**config.mk**
```make
export PLATFORM = sky130hd
export DESIGN_NAME = seq_alu
export DESIGN_NICKNAME = d
export VERILOG_FILES = /design/src/rtl/alu_pkg.sv /design/src/rtl/alu_comb.sv /design/src/rtl/seq_alu.sv
export SDC_FILE = /design/constraint.sdc
export NUM_CORES = 1
export LEC_CHECK = 0
export CAP_MARGIN = 10
export CORE_MARGIN = 2
export CORE_UTILIZATION = 35
export CTS_CLUSTER_SIZE = 16
export DETAILED_ROUTE_END_ITERATION = 10
export GPL_ROUTABILITY_DRIVEN = 0
export PLACE_DENSITY = 0.57
export SYNTH_ARGS = -nofsm -noshare
export SYNTH_HDL_FRONTEND = slang
export SYNTH_SLANG_ARGS = --single-unit
```
**constraint.sdc**
```tcl
create_clock -name clk -period 5.2 [get_ports clk]
set_input_delay 0.52 -clock clk [delete_from_list [all_inputs] [get_ports clk]]
set_output_delay 0.52 -clock clk [all_outputs]
set_load 0.01 [all_outputs]
```
**src/rtl/alu_pkg.sv**
```systemverilog
// Shared definitions for the sequential ALU: opcodes, FSM states and NZCV flag layout.
package alu_pkg;

  // 3-bit opcodes
  localparam logic [2:0] OP_ADD = 3'b000;
  localparam logic [2:0] OP_SUB = 3'b001;
  localparam logic [2:0] OP_AND = 3'b010;
  localparam logic [2:0] OP_OR  = 3'b011;
  localparam logic [2:0] OP_XOR = 3'b100;
  localparam logic [2:0] OP_LSL = 3'b101;
  localparam logic [2:0] OP_LSR = 3'b110;
  localparam logic [2:0] OP_MUL = 3'b111;

  // Control FSM states
  typedef enum logic [1:0] {
    S_IDLE     = 2'd0,
    S_MUL_BUSY = 2'd1,
    S_DONE     = 2'd2
  } state_e;

  // Bit positions inside the packed NZCV vector
  localparam int FLAG_V = 0;
  localparam int FLAG_C = 1;
  localparam int FLAG_Z = 2;
  localparam int FLAG_N = 3;

  typedef logic [3:0] nzcv_t;

  // Assemble a flag vector from its individual bits
  function automatic nzcv_t pack_nzcv(input logic n, input logic z,
                                      input logic c, input logic v);
    nzcv_t f;
    f         = '0;
    f[FLAG_N] = n;
    f[FLAG_Z] = z;
    f[FLAG_C] = c;
    f[FLAG_V] = v;
    return f;
  endfunction

endpackage

```
**src/rtl/alu_comb.sv**
```systemverilog
// Combinational single-cycle ALU: arithmetic, logic and shifts with NZCV flags.
// MUL yields zero here; the iterative multiplier lives in the sequential wrapper.
module alu_comb
  import alu_pkg::*;
#(
  parameter int WIDTH = 32
) (
  input  logic [WIDTH-1:0] a_i,
  input  logic [WIDTH-1:0] b_i,
  input  logic [2:0]       op_i,
  output logic [WIDTH-1:0] result_o,
  output nzcv_t            flags_o
);

  localparam int SHW = $clog2(WIDTH);

  logic             is_sub;
  logic [WIDTH-1:0] b_eff;
  logic [WIDTH:0]   sum;
  logic [SHW-1:0]   sh;
  logic [WIDTH:0]   shl;
  logic [WIDTH:0]   shr;
  logic [WIDTH-1:0] res;
  logic             carry;
  logic             ovf;

  // SUB reuses the adder as A + ~B + 1, so carry-out means "no borrow"
  assign is_sub = (op_i == OP_SUB);
  assign b_eff  = is_sub ? ~b_i : b_i;
  assign sum    = {1'b0, a_i} + {1'b0, b_eff} + {{WIDTH{1'b0}}, is_sub};

  // One extra bit on each shifter catches the last bit shifted out (zero for sh=0)
  assign sh  = b_i[SHW-1:0];
  assign shl = {1'b0, a_i} << sh;
  assign shr = {a_i, 1'b0} >> sh;

  // Select the result and the C/V flags for the current opcode
  always_comb begin
    // NOTE: every output of a combinational block gets a default first, so no path leaves it unassigned and infers a latch.
    res   = '0;
    carry = 1'b0;
    ovf   = 1'b0;
    case (op_i)
      OP_ADD, OP_SUB: begin
        res   = sum[WIDTH-1:0];
        carry = sum[WIDTH];
        ovf   = (a_i[WIDTH-1] == b_eff[WIDTH-1]) && (res[WIDTH-1] != a_i[WIDTH-1]);
      end
      OP_AND: res = a_i & b_i;
      OP_OR:  res = a_i | b_i;
      OP_XOR: res = a_i ^ b_i;
      OP_LSL: begin
        res   = shl[WIDTH-1:0];
        carry = shl[WIDTH];
      end
      OP_LSR: begin
        res   = shr[WIDTH:1];
        carry = shr[0];
      end
      default: ;
    endcase
  end

  assign result_o = res;
  assign flags_o  = pack_nzcv(res[WIDTH-1], (res == '0), carry, ovf);

endmodule

```
**src/rtl/seq_alu.sv**
```systemverilog
// Handshaked ALU: registers result and NZCV behind valid/ready, with an optional
// iterative shift-add multiplier (one partial product per clock).
module seq_alu
  import alu_pkg::*;
#(
  parameter int WIDTH  = 32,
  parameter bit MUL_EN = 1'b1
) (
  input  logic             clk,
  input  logic             reset_n,
  input  logic             in_valid,
  output logic             in_ready,
  input  logic [WIDTH-1:0] SrcA,
  input  logic [WIDTH-1:0] SrcB,
  input  logic [2:0]       ALUControl,
  output logic             out_valid,
  input  logic             out_ready,
  output logic [WIDTH-1:0] ALUResult,
  output logic             Zero,
  output logic             Negative,
  output logic             Carry,
  output logic             Overflow,
  output logic             busy
);

  localparam int CW = $clog2(WIDTH);

  state_e           state_q, state_d;
  logic [WIDTH-1:0] mcand_q, mcand_d;
  logic [WIDTH-1:0] mplier_q, mplier_d;
  logic [WIDTH-1:0] acc_q, acc_d;
  logic [CW-1:0]    cnt_q, cnt_d;
  logic [WIDTH-1:0] result_q, result_d;
  nzcv_t            flags_q, flags_d;

  logic [WIDTH-1:0] comb_result;
  nzcv_t            comb_flags;
  logic [WIDTH-1:0] acc_step;
  logic             accept;
  logic             start_mul;

  alu_comb #(.WIDTH(WIDTH)) u_comb (
    .a_i     (SrcA),
    .b_i     (SrcB),
    .op_i    (ALUControl),
    .result_o(comb_result),
    .flags_o (comb_flags)
  );

  // A new op can enter when idle, or when the held result is leaving this cycle
  assign in_ready  = (state_q == S_IDLE) || ((state_q == S_DONE) && out_ready);
  assign accept    = in_valid && in_ready;
  assign start_mul = MUL_EN && (ALUControl == OP_MUL);

  // Accumulator value after adding the current partial product
  assign acc_step = mplier_q[0] ? (acc_q + mcand_q) : acc_q;

  // Next-state and datapath update: iterate the multiply, drain DONE, then load any accepted op
  always_comb begin
    state_d  = state_q;
    mcand_d  = mcand_q;
    mplier_d = mplier_q;
    acc_d    = acc_q;
    cnt_d    = cnt_q;
    result_d = result_q;
    flags_d  = flags_q;

    case (state_q)
      S_MUL_BUSY: begin
        acc_d    = acc_step;
        mcand_d  = mcand_q << 1;
        mplier_d = mplier_q >> 1;
        cnt_d    = cnt_q - CW'(1);
        if (cnt_q == '0) begin
          result_d = acc_step;
          flags_d  = pack_nzcv(acc_step[WIDTH-1], (acc_step == '0), 1'b0, 1'b0);
          state_d  = S_DONE;
        end
      end
      S_DONE: begin
        if (out_ready) state_d = S_IDLE;
      end
      default: ;
    endcase

    // Accept is only possible from IDLE or a draining DONE, so it overrides both
    if (accept) begin
      if (start_mul) begin
        mcand_d  = SrcA;
        mplier_d = SrcB;
        acc_d    = '0;
        cnt_d    = CW'(WIDTH - 1);
        state_d  = S_MUL_BUSY;
      end else begin
        result_d = comb_result;
        flags_d  = comb_flags;
        state_d  = S_DONE;
      end
    end
  end

  // State and datapath registers with synchronous active-low reset
  always_ff @(posedge clk) begin
    // NOTE: sequential state uses non-blocking assignments so every register samples pre-edge values.
    if (!reset_n) begin
      state_q  <= S_IDLE;
      mcand_q  <= '0;
      mplier_q <= '0;
      acc_q    <= '0;
      cnt_q    <= '0;
      result_q <= '0;
      flags_q  <= '0;
    end else begin
      state_q  <= state_d;
      mcand_q  <= mcand_d;
      mplier_q <= mplier_d;
      acc_q    <= acc_d;
      cnt_q    <= cnt_d;
      result_q <= result_d;
      flags_q  <= flags_d;
    end
  end

  assign out_valid = (state_q == S_DONE);
  assign busy      = (state_q == S_MUL_BUSY);
  assign ALUResult = result_q;
  assign Negative  = flags_q[FLAG_N];
  assign Zero      = flags_q[FLAG_Z];
  assign Carry     = flags_q[FLAG_C];
  assign Overflow  = flags_q[FLAG_V];

endmodule

```
**After elaboration in Yosys (flattened, before gate mapping)**

Cells that the tools add are included.

- Bits in registers: 139
- Latch bits: 0
- RAM bits: 0
- Bits in read-only memories: 0
- Input bits: 71
- Output and inout bits: 39
- Word-level logic and storage cells: 72
- Memories kept: 0

- $add $sub $neg: 4
- $mul: 0
- Divide/modulo/power cells: 0
- $lt $le $gt $ge: 0
- Eq/ne operators: 13
- Shifts and indexed selects: 2
- Multiplexer cells: 30
- Bitwise logic cells: 4
- Reduce and logical (&&, ||, !) cells: 12

Operators by type and width:

| operator | number |
|---|---|
| 32-bit two-way mux | 15 |
| 32-bit case mux with 6 select lines | 1 |
| 32-bit zero test | 2 |
| 32-bit by 32-bit adder with 33-bit output | 1 |
| 33-bit by 1-bit adder with 33-bit output | 1 |
| 32-bit by 5-bit << shifter with 33-bit output | 1 |
| 33-bit by 5-bit >> shifter with 33-bit output | 1 |
| 32-bit adder | 1 |
| 32-bit bitwise AND | 1 |
| 32-bit inverter | 1 |
| 32-bit bitwise OR | 1 |
| 32-bit bitwise XOR | 1 |
| 4-bit two-way mux | 4 |
| 5-bit two-way mux | 3 |
| 3-bit equality test, second input constant | 4 |
| 2-bit two-way mux | 4 |
| 3-bit by 2-bit equality test with 1-bit output, second input constant | 2 |
| 3-bit by 1-bit inequality test with 1-bit output, second input constant | 2 |
| 5-bit zero test | 1 |
| 5-bit by 1-bit subtractor with 5-bit output, second input constant | 1 |
| 2-bit case mux with 2 select lines | 1 |
| 3-bit by 1-bit equality test with 1-bit output, second input constant | 1 |
| 1-bit logical AND | 3 |
| 3-bit zero test | 1 |
| other kinds (11) | 11 |

**Longest topological paths before layout**

- Depth in word-level cells: 9
- Gate-level depth with buffers: 22
- Depth with buffers taken out: 16

**By module**

A second synthesis with hierarchy kept.

- Cell total of the unflattened synthesis: 2,093
- Area, all modules: 16,346.9 um2

Modules (own cells, without submodules):

| module | instances | cells an instance | area each (um2) | seq. area each (um2) |
|---|---|---|---|---|
| seq_alu | 1 | 971 | 8,236.6 | 2,782.7 |
| alu_comb | 1 | 1,122 | 8,110.3 | 0.0 |

**Worst setup path before layout**

No wires, ideal clock.

- Path kind: in2reg
- Start: input port ALUControl[2]
- End: register flags_q[2]
- Library setup time: 0.079 ns
- Arrival: 5.253 ns
- Required time: 5.121 ns
- Setup slack: -0.132 ns
- Cell stages on the path: 21
- Buffers on the path: 6
- Cells stage by stage: buf_2 clkbuf_1 nor2_1 clkbuf_1 clkbuf_1 and2_1 clkbuf_1 clkbuf_1 xnor2_1 ha_1 and2_1 a2111oi_2 o22ai_1 or2_1 a41oi_2 o221a_2 mux2i_1 a221oi_1 and4_1 nand4_1 a22oi_1

- Word-level cells in the longest chain between the ends: 8
- Elaborated cells on any way between the ends: 16
- Those cells by class: 2 x add/sub; 7 x eq/ne; 4 x mux; 3 x reduce/logical

RTL lines:

| element | RTL line | source |
|---|---|---|
| from (decl) | seq_alu.sv:15 | `input logic [2:0] ALUControl,` |
| 3-bit by 1-bit equality test with 1-bit output | alu_comb.sv:28, alu_comb.sv:43 |  |
| 32-bit two-way mux | alu_comb.sv:29 | `assign b_eff = is_sub ? ~b_i : b_i;` |
| 32-bit by 32-bit adder with 33-bit output | alu_comb.sv:30 | `assign sum = {1'b0, a_i} + {1'b0, b_eff} + {{WIDTH{1'b0}}, is_sub};` |
| 33-bit by 1-bit adder with 33-bit output | alu_comb.sv:30 |  |
| 32-bit case mux with 6 select lines | alu_comb.sv:43 | `case (op_i)` |
| 32-bit zero test | alu_comb.sv:65 | `assign flags_o = pack_nzcv(res[WIDTH-1], (res == '0), carry, ovf);` |
| 4-bit two-way mux (*) | seq_alu.sv:88 | `if (start_mul) begin` |
| 4-bit two-way mux (*) | seq_alu.sv:87 | `if (accept) begin` |
| to (signal assigned) | seq_alu.sv:120 | `flags_q <= flags_d;` |
| to (decl) | seq_alu.sv:34 | `nzcv_t flags_q, flags_d;` |

Every way passes the cells marked *; elsewhere a longest branch is shown, timed or not.
A chain may end at the register's enable or synchronous reset.

**Final worst setup path**

- Start: input port ALUControl[2]
- End: register result_q[30] (netlist: ALUResult[30])

- Word-level cells in the longest chain between the ends: 7
- Elaborated cells on any way between the ends: 15
- Those cells by class: 2 x add/sub; 7 x eq/ne; 4 x mux; 2 x reduce/logical

RTL lines:

| element | RTL line | source |
|---|---|---|
| 3-bit by 1-bit equality test with 1-bit output | alu_comb.sv:28, alu_comb.sv:43 |  |
| 32-bit two-way mux | alu_comb.sv:29 |  |
| 32-bit by 32-bit adder with 33-bit output | alu_comb.sv:30 |  |
| 33-bit by 1-bit adder with 33-bit output | alu_comb.sv:30 |  |
| 32-bit case mux with 6 select lines | alu_comb.sv:43 |  |
| 32-bit two-way mux (*) | seq_alu.sv:88 |  |
| 32-bit two-way mux (*) | seq_alu.sv:87 |  |
| to (signal assigned) | seq_alu.sv:119 | `result_q <= result_d;` |
| to (decl) | seq_alu.sv:33 | `logic [WIDTH-1:0] result_q, result_d;` |

Marked as above.

==> results.json <==
{
  "run_status": "finished, violations left",
  "violations": "design-rule violations",
  "clock_tree_from_tritoncts": "done",
  "fin_crit_sh_pct": 93.35,
  "setup_viol": 0,
  "synth_enable_flop_cells": 0,
  "core_area_um2": 44410,
  "timing.critical_path.to_type": "register",
  "ys_types": 88,
  "worst_hold_path.num_cells": 2,
  "cts-htree-levels": 4,
  "final.setup_skew_ps": 15.99,
  "cells_after_dpl": 2601,
  "worst-slew-pin-transition_ps": 1270,
  "timing_worst_setup_path_type": "in -> reg",
  "start_util_pct": 35.55,
  "irDropWorstVdd_uv": 178.5,
  "holdCritStartpoint": "reset_n",
  "cts_bufs_inserted": 17,
  "finalHoldViolations": 0,
  "clockBufferDepth": 2,
  "gr-usage-all-layers_pct": 25.34,
  "drt_pass1_iterations": 11,
  "rsz_0062_raised_after_global_routing": "false",
  "synthesis.area_per_instance_um2": 7.995,
  "drive_gt1_share_pct": 9.848,
  "synth_most_common_cell": "sky130_fd_sc_hd__nand2_1",
  "grt_pass1_wl_mm": 91.64,
  "total_wire_length_mm": 60.40,
  "ioPinCount": 110,
  "antenna_left": 0,
  "yosysSeqAreaShare_pct": 17.62,
  "syn-cell-area_um2": 15790,
  "synth.yosys.warnings": 0,
  "number_of_resized_instances_in_the_post_cts_repair_step": 0,
  "routed-via-count": 16040,
  "top_cells_by_instance_count_after_synthesis": "228 x sky130_fd_sc_hd__nand2_1, 156 x sky130_fd_sc_hd__nor2_1, 153 x sky130_fd_sc_hd__mux2i_1",
  "io_buffers": 109,
  "grt_max_degree": 83,
  "floorplan.rows": 77,
  "postSynthNetCount": 2189,
  "synth_top_cell_by_area": "sky130_fd_sc_hd__dfxtp_1",
  "critPathArrivalTime_ps": 5210,
  "min_period_ps": 4854,
  "worstSkewPairLatency_ps": 480,
  "max_fanout_on_critical_path": 18,
  "cts_sinks": 139,
  "antenna_found_initial": 1,
  "finalMaxSlewViolations": 0,
  "grt-ovfl-total": 0,
  "grt_pass1_vias": 15080,
  "synth_top_area_share_pct": 17.62,
  "regToRegStartpoint": "mcand_q[9]$_SDFF_PN0_",
  "final_area_um2": 18160,
  "synthFlopType": "sky130_fd_sc_hd__dfxtp_1",
  "synthCells": 1975,
  "mean_routed_wirelength_per_cell_um": 22.94,
  "flow.area_growth_from_synthesis_pct": 15.01,
  "finalHoldWorstSlack_ps": 453.2,
  "max_slew_margin_pct": 14.69,
  "die_h_um": 216.4,
  "drt-initial-drc-count": 2122,
  "pwr_density_cell_nw_per_um2": 219.3,
  "hold_end": "mplier_q[2]$_SDFF_PN0_",
  "setup_ws_ps": 346.0,
  "synth_top_cells_by_area": "sky130_fd_sc_hd__dfxtp_1 18%, sky130_fd_sc_hd__ha_1 11%, sky130_fd_sc_hd__mux2i_1 9.7%",
  "worst-r2r-setup-slack_ps": 1240,
  "worstHoldPathType": "in -> reg",
  "synthArstFlopShare_pct": 0,
  "leakagePower_uw": 0.007756,
  "route.detailed.vias_per_inst": 6.093,
  "cts.reportedPaths.clkPinSlew_ps": 70,
  "worstRegToRegCells": 12,
  "fin_nets": 2242,
  "cts_hold_buf": 0,
  "total_of_flip_flops_plus_latches_after_synthesis": 139,
  "post_detailed_placement_half_perimeter_wirelength_mm": 45.61,
  "postCtsSetupBuffers": 0,
  "fmaxAchievable_ghz": 0.2060,
  "die_area_um2": 46830,
  "clockRootBuffer": "sky130_fd_sc_hd__clkbuf_16",
  "dp_worst_setup_slack_ps": 64.56,
  "layoutNonFillerInstCount": 2633,
  "crit-reg2reg-capture": "flags_q[2]$_SDFF_PN0_",
  "remaining_drc_errors": 4,
  "totalNegativeSetupSlack_ps": 0,
  "max_cap_viol_count": 0,
  "timing.critical_path.required_ps": 5560,
  "num_antenna_cells": 0,
  "dpl-instance-area_um2": 17580,
  "die_width_um": 216.4,
  "timing.critical_path.from_type": "input port"
}
-- report_power, final --
group	switching, µW	leakage [µW]	internal (µW)	total (µW)
Sequential	46.5	0.00113	1130	1170
Combinational	931	0.00635	619	1550
Clock	586	0.000278	674	1260
Total	1560	0.00776	2420	3980
-- flip-flops by register name, indices dropped and copies added (netlist names) --
name and cells:
flags_q 4, mplier_q 32, mcand_q 32, acc_q 32, cnt_q 5, ALUResult 32
state_q 2
-- final cells by class --
class                           instances  area [µm²]
Multi-Input combinational cell       1592       12060
Clock inverter                         15       157.7
Clock buffer                           17       425.4
Tap cell                              592       740.7
Timing Repair Buffer                  182        1632
Fill cell                            4495       26250
Sequential cell                       139        2783
Inverter                               96       360.3
-- stage by stage --
| step | power (µW) | utilization, % |
|---|---|---|
| 2_1_floorplan | 2112 | - |
| 3_3_place_gp | 2675 | 39.58 |
| 3_5_place_dp | 2686 | 39.58 |
| 4_1_cts | 3968 | 40.89 |
| 5_1_grt | 4165 | 40.89 |
| 6_report | 3982 | 40.89 |
-- cells in the final DEF (no fill, tap or decap), types with 66 or more instances in the layout --
| cell type | instances |
|---|---|
| sky130_fd_sc_hd__a211oi_1 | 81 |
| sky130_fd_sc_hd__a21oi_1 | 120 |
| sky130_fd_sc_hd__buf_4 | 74 |
| sky130_fd_sc_hd__clkdlybuf4s50_1 | 104 |
| sky130_fd_sc_hd__dfxtp_1 | 139 |
| sky130_fd_sc_hd__ha_1 | 140 |
| sky130_fd_sc_hd__inv_1 | 94 |
| sky130_fd_sc_hd__mux2i_1 | 153 |
| sky130_fd_sc_hd__nand2_1 | 228 |
| sky130_fd_sc_hd__nor2_1 | 156 |
| sky130_fd_sc_hd__o211a_1 | 66 |
| sky130_fd_sc_hd__o21ai_0 | 74 |
-- logic make-up (layout without fill, tap and decap cells) --
| group | Yosys count | count (layout) | synth area share (%) |
|---|---|---|---|
| buffers and inverters | 244 | 310 | 6.181 |
| XOR/XNOR | 77 | 77 | 4.271 |
| adder cells (fa/ha/maj) | 143 | 143 | 11.43 |
| AND/OR/NAND/NOR | 589 | 589 | 17.38 |
| multiplexers | 221 | 221 | 17.64 |
| flip-flops | 139 | 139 | 17.62 |
| AO/OA/AOI/OAI | 562 | 562 | 25.48 |
-- critical path, stage by stage --
cell and delay [ps]:
sky130_fd_sc_hd__clkdlybuf4s50_1 440, sky130_fd_sc_hd__nor2_1 180, sky130_fd_sc_hd__and2_2 190, sky130_fd_sc_hd__buf_4 320
sky130_fd_sc_hd__xnor2_1 200, sky130_fd_sc_hd__ha_1 290, sky130_fd_sc_hd__a21oi_1 280, sky130_fd_sc_hd__a211oi_1 180
sky130_fd_sc_hd__nor4_1 620, sky130_fd_sc_hd__or4_1 220, sky130_fd_sc_hd__o21ai_1 160, sky130_fd_sc_hd__a211oi_1 640
sky130_fd_sc_hd__o21ai_1 230, sky130_fd_sc_hd__xnor2_1 200, sky130_fd_sc_hd__a211oi_2 270, sky130_fd_sc_hd__nor2_1 80
sky130_fd_sc_hd__o21a_1 190
-- worst max-delay path by stage --
stage / from / end / slack, ps / depth (start not counted)
2_1_floorplan: ALUControl[2] / flags_q[2]$_SDFF_PN0_ / 60 / 21
3_3_place_gp: ALUControl[2] / flags_q[2]$_SDFF_PN0_ / 300 / 17
3_5_place_dp: ALUControl[2] / flags_q[2]$_SDFF_PN0_ / 60 / 17
4_1_cts: ALUControl[2] / flags_q[2]$_SDFF_PN0_ / 560 / 17
5_1_grt: ALUControl[2] / ALUResult[30]$_SDFF_PN0_ / 300 / 17
6_report: ALUControl[2] / ALUResult[30]$_SDFF_PN0_ / 350 / 17
-- per-layer routing --
layer / vias to the layer above / GRT usage, % / wire length, µm
met4: 0 / 11.00 / 2609
met3: 192 / 6.035 / 6008
met1: 7555 / 34.34 / 25890
met5: - / 0 / 0
met2: 878 / 38.23 / 25890
li1: 7418 / - / -
(Power assumes the default switching activity.)
